===== src/rtl/axis_arb_pkg.sv =====
// Shared definitions for the pair-sum engine arbiter: state encodings,
// default widths and the ceiling-log2 helper used to size selects and pointers.
package axis_arb_pkg;

  localparam int DEF_TDATA_W      = 32;
  localparam int DEF_NUM_SRC      = 4;
  localparam int DEF_MAX_IN_WORDS = 8;
  localparam int DEF_TAG_DEPTH    = 4;

  typedef enum logic {
    ARB = 1'b0,
    FWD = 1'b1
  } arb_state_t;

  // Ceiling log2, never below 1 so single-bit selects stay legal.
  function automatic int clogb2(input int n);
    int r;
    r = 0;
    while ((1 << r) < n) r = r + 1;
    return (r < 1) ? 1 : r;
  endfunction

endpackage


===== src/rtl/axis_tag_fifo.sv =====
// Synchronous FIFO of source tags, one entry per packet in flight through the
// engine. Pointers carry one extra wrap bit to tell full from empty.
module axis_tag_fifo
  import axis_arb_pkg::*;
#(
  parameter int WIDTH = 2,
  parameter int DEPTH = DEF_TAG_DEPTH
) (
  input  logic             i_clk,
  input  logic             i_rst,
  input  logic             i_push,
  input  logic [WIDTH-1:0] i_din,
  input  logic             i_pop,
  output logic [WIDTH-1:0] o_head,
  output logic             o_full,
  output logic             o_empty
);

  localparam int AW = clogb2(DEPTH);

  logic [WIDTH-1:0] r_mem [DEPTH];
  logic [AW:0]      r_wr_ptr;
  logic [AW:0]      r_rd_ptr;
  logic             w_push_ok;
  logic             w_pop_ok;

  assign o_empty   = (r_wr_ptr == r_rd_ptr);
  assign o_full    = (r_wr_ptr[AW-1:0] == r_rd_ptr[AW-1:0]) &&
                     (r_wr_ptr[AW] != r_rd_ptr[AW]);
  assign w_push_ok = i_push & ~o_full;
  assign w_pop_ok  = i_pop & ~o_empty;
  assign o_head    = r_mem[r_rd_ptr[AW-1:0]];

  always_ff @(posedge i_clk) begin
    if (i_rst) begin
      r_wr_ptr <= '0;
      r_rd_ptr <= '0;
    end else begin
      if (w_push_ok) r_wr_ptr <= r_wr_ptr + 1'b1;
      if (w_pop_ok)  r_rd_ptr <= r_rd_ptr + 1'b1;
    end
  end

  always_ff @(posedge i_clk) begin
    if (w_push_ok) r_mem[r_wr_ptr[AW-1:0]] <= i_din;
  end

endmodule


===== src/rtl/axis_pair_sum_arbiter.sv =====
// Round-robin sharing of one pair-sum engine between NUM_SRC stream sources;
// results are routed back with TDEST taken from a FIFO of granted source tags.
module axis_pair_sum_arbiter
  import axis_arb_pkg::*;
#(
  parameter int AXIS_TDATA_WIDTH = DEF_TDATA_W,
  parameter int NUM_SRC          = DEF_NUM_SRC,
  parameter int MAX_IN_WORDS     = DEF_MAX_IN_WORDS,
  parameter int TAG_DEPTH        = DEF_TAG_DEPTH
) (
  input  logic                                AXIS_ACLK,
  input  logic                                AXIS_ARESET,
  input  logic [NUM_SRC*AXIS_TDATA_WIDTH-1:0] S_AXIS_TDATA,
  input  logic [NUM_SRC-1:0]                  S_AXIS_TVALID,
  input  logic [NUM_SRC-1:0]                  S_AXIS_TLAST,
  output logic [NUM_SRC-1:0]                  S_AXIS_TREADY,
  output logic [AXIS_TDATA_WIDTH-1:0]         E_M_AXIS_TDATA,
  output logic                                E_M_AXIS_TVALID,
  output logic                                E_M_AXIS_TLAST,
  input  logic                                E_M_AXIS_TREADY,
  input  logic [AXIS_TDATA_WIDTH-1:0]         E_S_AXIS_TDATA,
  input  logic                                E_S_AXIS_TVALID,
  input  logic                                E_S_AXIS_TLAST,
  output logic                                E_S_AXIS_TREADY,
  output logic [AXIS_TDATA_WIDTH-1:0]         M_AXIS_TDATA,
  output logic                                M_AXIS_TVALID,
  output logic                                M_AXIS_TLAST,
  output logic [clogb2(NUM_SRC)-1:0]          M_AXIS_TDEST,
  input  logic                                M_AXIS_TREADY,
  output logic [AXIS_TDATA_WIDTH/8-1:0]       M_AXIS_TKEEP,
  output logic                                ERR_ORPHAN
);

  localparam int SEL_W = clogb2(NUM_SRC);
  localparam int CNT_W = clogb2(MAX_IN_WORDS);
  localparam logic [CNT_W-1:0] LAST_BEAT = CNT_W'(MAX_IN_WORDS - 1);

  arb_state_t       r_state;
  arb_state_t       w_state_nxt;
  logic [SEL_W-1:0] r_rr_ptr;
  logic [SEL_W-1:0] w_rr_ptr_nxt;
  logic [SEL_W-1:0] r_grant;
  logic [SEL_W-1:0] w_grant_nxt;
  logic [CNT_W-1:0] r_beat_cnt;
  logic [CNT_W-1:0] w_beat_cnt_nxt;
  logic             r_err_orphan;

  logic             w_fwd;
  logic             w_fwd_hs;
  logic             w_pick_found;
  logic [SEL_W-1:0] w_pick_idx;
  logic [SEL_W-1:0] w_cand;
  logic             w_push;
  logic             w_pop;
  logic             w_tag_vld;
  logic             w_fifo_full;
  logic             w_fifo_empty;
  logic [SEL_W-1:0] w_fifo_head;

  // Cyclic search for the first requesting source at or after rr_ptr.
  always_comb begin
    w_pick_found = 1'b0;
    w_pick_idx   = r_rr_ptr;
    w_cand       = '0;
    for (int i = 0; i < NUM_SRC; i++) begin
      w_cand = r_rr_ptr + SEL_W'(i);
      if (!w_pick_found && S_AXIS_TVALID[w_cand]) begin
        w_pick_found = 1'b1;
        w_pick_idx   = w_cand;
      end
    end
  end

  assign w_fwd           = (r_state == FWD) & ~AXIS_ARESET;
  assign E_M_AXIS_TDATA  = S_AXIS_TDATA[int'(r_grant)*AXIS_TDATA_WIDTH +: AXIS_TDATA_WIDTH];
  assign E_M_AXIS_TVALID = w_fwd & S_AXIS_TVALID[r_grant];
  assign E_M_AXIS_TLAST  = S_AXIS_TLAST[r_grant] | (r_beat_cnt == LAST_BEAT);
  assign w_fwd_hs        = E_M_AXIS_TVALID & E_M_AXIS_TREADY;

  always_comb begin
    S_AXIS_TREADY = '0;
    if (w_fwd) S_AXIS_TREADY[r_grant] = E_M_AXIS_TREADY;
  end

  always_comb begin
    w_state_nxt    = r_state;
    w_rr_ptr_nxt   = r_rr_ptr;
    w_grant_nxt    = r_grant;
    w_beat_cnt_nxt = r_beat_cnt;
    w_push         = 1'b0;
    case (r_state)
      ARB: begin
        if (w_pick_found && !w_fifo_full) begin
          w_grant_nxt = w_pick_idx;
          w_push      = 1'b1;
          w_state_nxt = FWD;
        end
      end
      FWD: begin
        if (w_fwd_hs) begin
          // Forced TLAST at MAX_IN_WORDS splits long packets; the tail re-arbitrates.
          if (E_M_AXIS_TLAST) begin
            w_rr_ptr_nxt   = r_grant + 1'b1;
            w_beat_cnt_nxt = '0;
            w_state_nxt    = ARB;
          end else begin
            w_beat_cnt_nxt = r_beat_cnt + 1'b1;
          end
        end
      end
      default: w_state_nxt = ARB;
    endcase
  end

  always_ff @(posedge AXIS_ACLK) begin
    if (AXIS_ARESET) begin
      r_state      <= ARB;
      r_rr_ptr     <= '0;
      r_grant      <= '0;
      r_beat_cnt   <= '0;
      r_err_orphan <= 1'b0;
    end else begin
      r_state    <= w_state_nxt;
      r_rr_ptr   <= w_rr_ptr_nxt;
      r_grant    <= w_grant_nxt;
      r_beat_cnt <= w_beat_cnt_nxt;
      if (E_S_AXIS_TVALID && w_fifo_empty) r_err_orphan <= 1'b1;
    end
  end

  // Result path: combinational pass-through, held off until a tag is owed.
  assign w_tag_vld       = ~w_fifo_empty & ~AXIS_ARESET;
  assign M_AXIS_TDATA    = E_S_AXIS_TDATA;
  assign M_AXIS_TLAST    = E_S_AXIS_TLAST;
  assign M_AXIS_TVALID   = E_S_AXIS_TVALID & w_tag_vld;
  assign E_S_AXIS_TREADY = M_AXIS_TREADY & w_tag_vld;
  assign M_AXIS_TDEST    = w_fifo_head;
  assign M_AXIS_TKEEP    = '1;
  assign ERR_ORPHAN      = r_err_orphan;
  assign w_pop           = M_AXIS_TVALID & M_AXIS_TREADY & E_S_AXIS_TLAST;

  axis_tag_fifo #(
    .WIDTH (SEL_W),
    .DEPTH (TAG_DEPTH)
  ) u_tag_fifo (
    .i_clk   (AXIS_ACLK),
    .i_rst   (AXIS_ARESET),
    .i_push  (w_push),
    .i_din   (w_grant_nxt),
    .i_pop   (w_pop),
    .o_head  (w_fifo_head),
    .o_full  (w_fifo_full),
    .o_empty (w_fifo_empty)
  );

endmodule

===== config.mk =====
export PLATFORM = sky130hd
export DESIGN_NAME = axis_pair_sum_arbiter
export DESIGN_NICKNAME = d
export VERILOG_FILES = /design/src/rtl/axis_arb_pkg.sv /design/src/rtl/axis_tag_fifo.sv /design/src/rtl/axis_pair_sum_arbiter.sv
export SDC_FILE = /design/constraint.sdc
export NUM_CORES = 1
export LEC_CHECK = 0
export ABC_CLOCK_PERIOD_IN_PS = 2500
export CORE_AREA = 2 2 98 100
export CTS_CLUSTER_DIAMETER = 120
export DETAILED_ROUTE_END_ITERATION = 10
export DIE_AREA = 0 0 100 102
export MAX_ROUTING_LAYER = met4
export PLACE_DENSITY = 0.77
export SYNTH_ARGS = -nofsm -noshare
export SYNTH_HDL_FRONTEND = slang
export SYNTH_HIERARCHICAL = 1
export SYNTH_SLANG_ARGS = --single-unit

===== constraint.sdc =====
create_clock -name AXIS_ACLK -period 2.5 [get_ports AXIS_ACLK]
set_input_delay 0.375 -clock AXIS_ACLK [delete_from_list [all_inputs] [get_ports AXIS_ACLK]]
set_output_delay 0.375 -clock AXIS_ACLK [all_outputs]
set_load 0.03 [all_outputs]

==> flow_summary.toml <==
[clock_network]
clock_latency_ns = 0.27
cts_tree = "built"
cts_sinks = 25
ctsResizeCount = 0
root_buffer = "clkbuf_8"
cts_inserted_buffers = 3
clk_path_buf_depth = 2
cts-htree-levels = 1
path_clk_slew_ns = 0.08
cts_hold_buf = 0
cts_setup_buffers = 0

[grt]
grt_pass1_vias = 2543
grtUsageTotal_pct = 17.4
grt_pass1_wl_um = 13400
grt_max_degree = 34
grt_overflow_total = 0
antenna_found_initial = 0

[sta]
min_period_over_period_pct = 95.7
slew_headroom_pct = 59.8
setup_viol = 0
worstMarginPinSlew_ns = 0.598
hold_viol = 0
rsz0062_at_grt = "false"
final-max-slew-violation-count = 0
fmax_mhz = 418
fin_skew_ns = 0.00603
layout_min_cycle_time_ns = 2.39
tns_ns = 0
final.setup.worst_slack_ns = 0.107

[layout]
area_growth_pct = 70.0
nets = 570
insertedDiodeCount = 0
drive_above_1_share_pct = 24.7
n_fill_cell = 820

[route]
wl_um = 9010
num_vias = 2493
wire_per_inst_um = 18.2
viasPerCell = 5.04
routed-wl-met2_um = 4440
drt_iter0_markers = 83
routed-wl-met3_um = 670
drcViolationCount = 0
first_pass_iters = 4
topRoutingLayerUsed = "met4"
postRouteAntennaNets = 0
met1_length_um = 3710

[floorplan]
coreArea_mm2 = 0.00911
fp.dieW_um = 100
die_y_um = 102
start_util_pct = 28.0
dieArea_mm2 = 0.0102
num_rows = 35
ioPinCount = 254

[setup_path]
cp_max_fo = 33
required_ns = 2.12
crit_arrival_ns = 2.02
critPathLaunchType = "flip-flop"
critPathKind = "reg -> out"
critPathCaptureType = "output port"

[place]
dp_hpwl_um = 7500
gp_routability_congestion = 0.875
numPortBuffers = 185
pre_cts_slack_ns = 0.0257

[power_and_ir_drop]
powerDensity_mw_per_mm2 = 469
total_power_w = 0.00203
peakVddDrop_v = 0.000255
leakagePower_nw = 1.62

[synthesis]
ys_ff_latch = 25
yosys_warnings = 6
synth.area.top_cells = "mux4_2, dfxtp_1, buf_4"
ys.flop_type = "dfxtp_1"
synth_top_area_share_pct = 30.9
postSynthAreaPerCell_um2 = 11.1
yosys.area.top_type = "mux4_2"
synth_edf_count = 8
seq_area_frac_synth_pct = 22.8
synth.most_common_cell = "buf_4"
synthDistinctLibCells = 43
synth_cells = 229
synth_commonest_cells = "buf_4, mux4_2, dfxtp_1, ha_1, inv_1"
synthArstFlopShare_pct = 0
syn-cell-area_mm2 = 0.00255

[hold_path]
hp-class = "reg -> reg"

[outcome]
status = "finished, final reports clean"

[run]
max-cap-violations = 0
-- kinds of logic (layout without fill, tap and decap cells) --
| logic type | count (synthesis) | after routing | synth area share (%) |
|---|---|---|---|
| and+or+nand+nor | 61 | 61 | 14.5 |
| DFF | 25 | 25 | 22.8 |
| buffers and inverters | 59 | 211 | 14.9 |
| adders and majority gates | 11 | 11 | 5.40 |
| xor gates and xnor gates | 6 | 6 | 2.36 |
| other | 1 | 4 | 0.147 |
| muxes | 37 | 37 | 32.5 |
| AOI/OAI and AO/OA | 29 | 29 | 7.41 |
-- critical path, cell delays in order (launching register included) --
cell     delay (ns)
dfxtp_2        0.46
buf_12         0.28
mux4_2         0.60
and2_1         0.22
buf_12         0.14
-- placed cells by master, fill, tap and decap left out, types with 3 or more instances in the layout --
master,synthesis,routed
nand3_1,7,7
ha_1,11,11
a31oi_1,3,3
and3_1,6,6
and2_1,5,5
mux4_2,35,35
nand2_1,7,7
a21oi_1,7,7
nor2b_1,8,8
nand4_1,6,6
clkbuf_8,0,3
xnor2_1,3,3
edfxtp_1,8,8
conb_1,1,4
buf_12,0,4
o21ai_0,7,7
inv_1,11,11
a211o_1,3,3
buf_4,37,43
clkdlybuf4s50_1,0,147
dfxtp_1,17,16
nor3b_1,7,6
nor3_1,3,3
-- metal layers --
metal	vias up	track usage, %
met5	-	-
met4	0	5.16
met3	18	3.08
met2	123	30.4
met1	1196	20.6
li1	1156	-
-- sequential cells by signal, summed over array words and instances, names as in the netlist, named ones only --
name	flops
u_tag_fifo/r_rd_ptr	3
r_rr_ptr	2
r_beat_cnt	3
u_tag_fifo/r_mem	8
r_grant	2
ERR_ORPHAN	1
r_state	1
u_tag_fifo/r_wr_ptr	3
-- cell type report --
type | instances | area [um^2] | area share (%)
flip-flops and latches | 25 | 582 | 13.4
multi-input cells | 148 | 1630 | 37.5
inverters | 11 | 41.3 | 0.953
clock inverters | 1 | 7.51 | 0.173
repair buffers | 196 | 1900 | 43.8
well taps | 111 | 139 | 3.20
clock buffers | 3 | 41.3 | 0.953
-- metrics by stage --
step	hold slack [ns]	utilization (%)	area, um^2	std cells
after floorplan	0.440	-	2570	232
after global placement	0.448	46.8	4260	491
after detailed placement	0.456	46.8	4260	491
after CTS	0.467	47.3	4310	495
after global routing	0.497	47.6	4330	495
final	0.463	47.6	4330	495
-- power breakdown --
group          switching, W  internal (W)  total (W)
combinational      0.000622      0.000638    0.00126
sequential        0.0000467      0.000482   0.000529
clock              0.000131      0.000113   0.000244
total              0.000799       0.00123    0.00203
-- worst paths after layout --
kind	from	endpoint	slack (ns)	cells past startpoint
setup / recovery	r_grant[0]	E_M_AXIS_TVALID	0.11	4
hold / removal	r_beat_cnt[2]	r_beat_cnt[2]	0.46	2
setup reg to reg	u_tag_fifo/r_rd_ptr[1]	u_tag_fifo/r_mem[2][1]	0.21	8
hold reg to reg	r_beat_cnt[2]	r_beat_cnt[2]	0.46	2
Power figures use the tool's default switching activity.
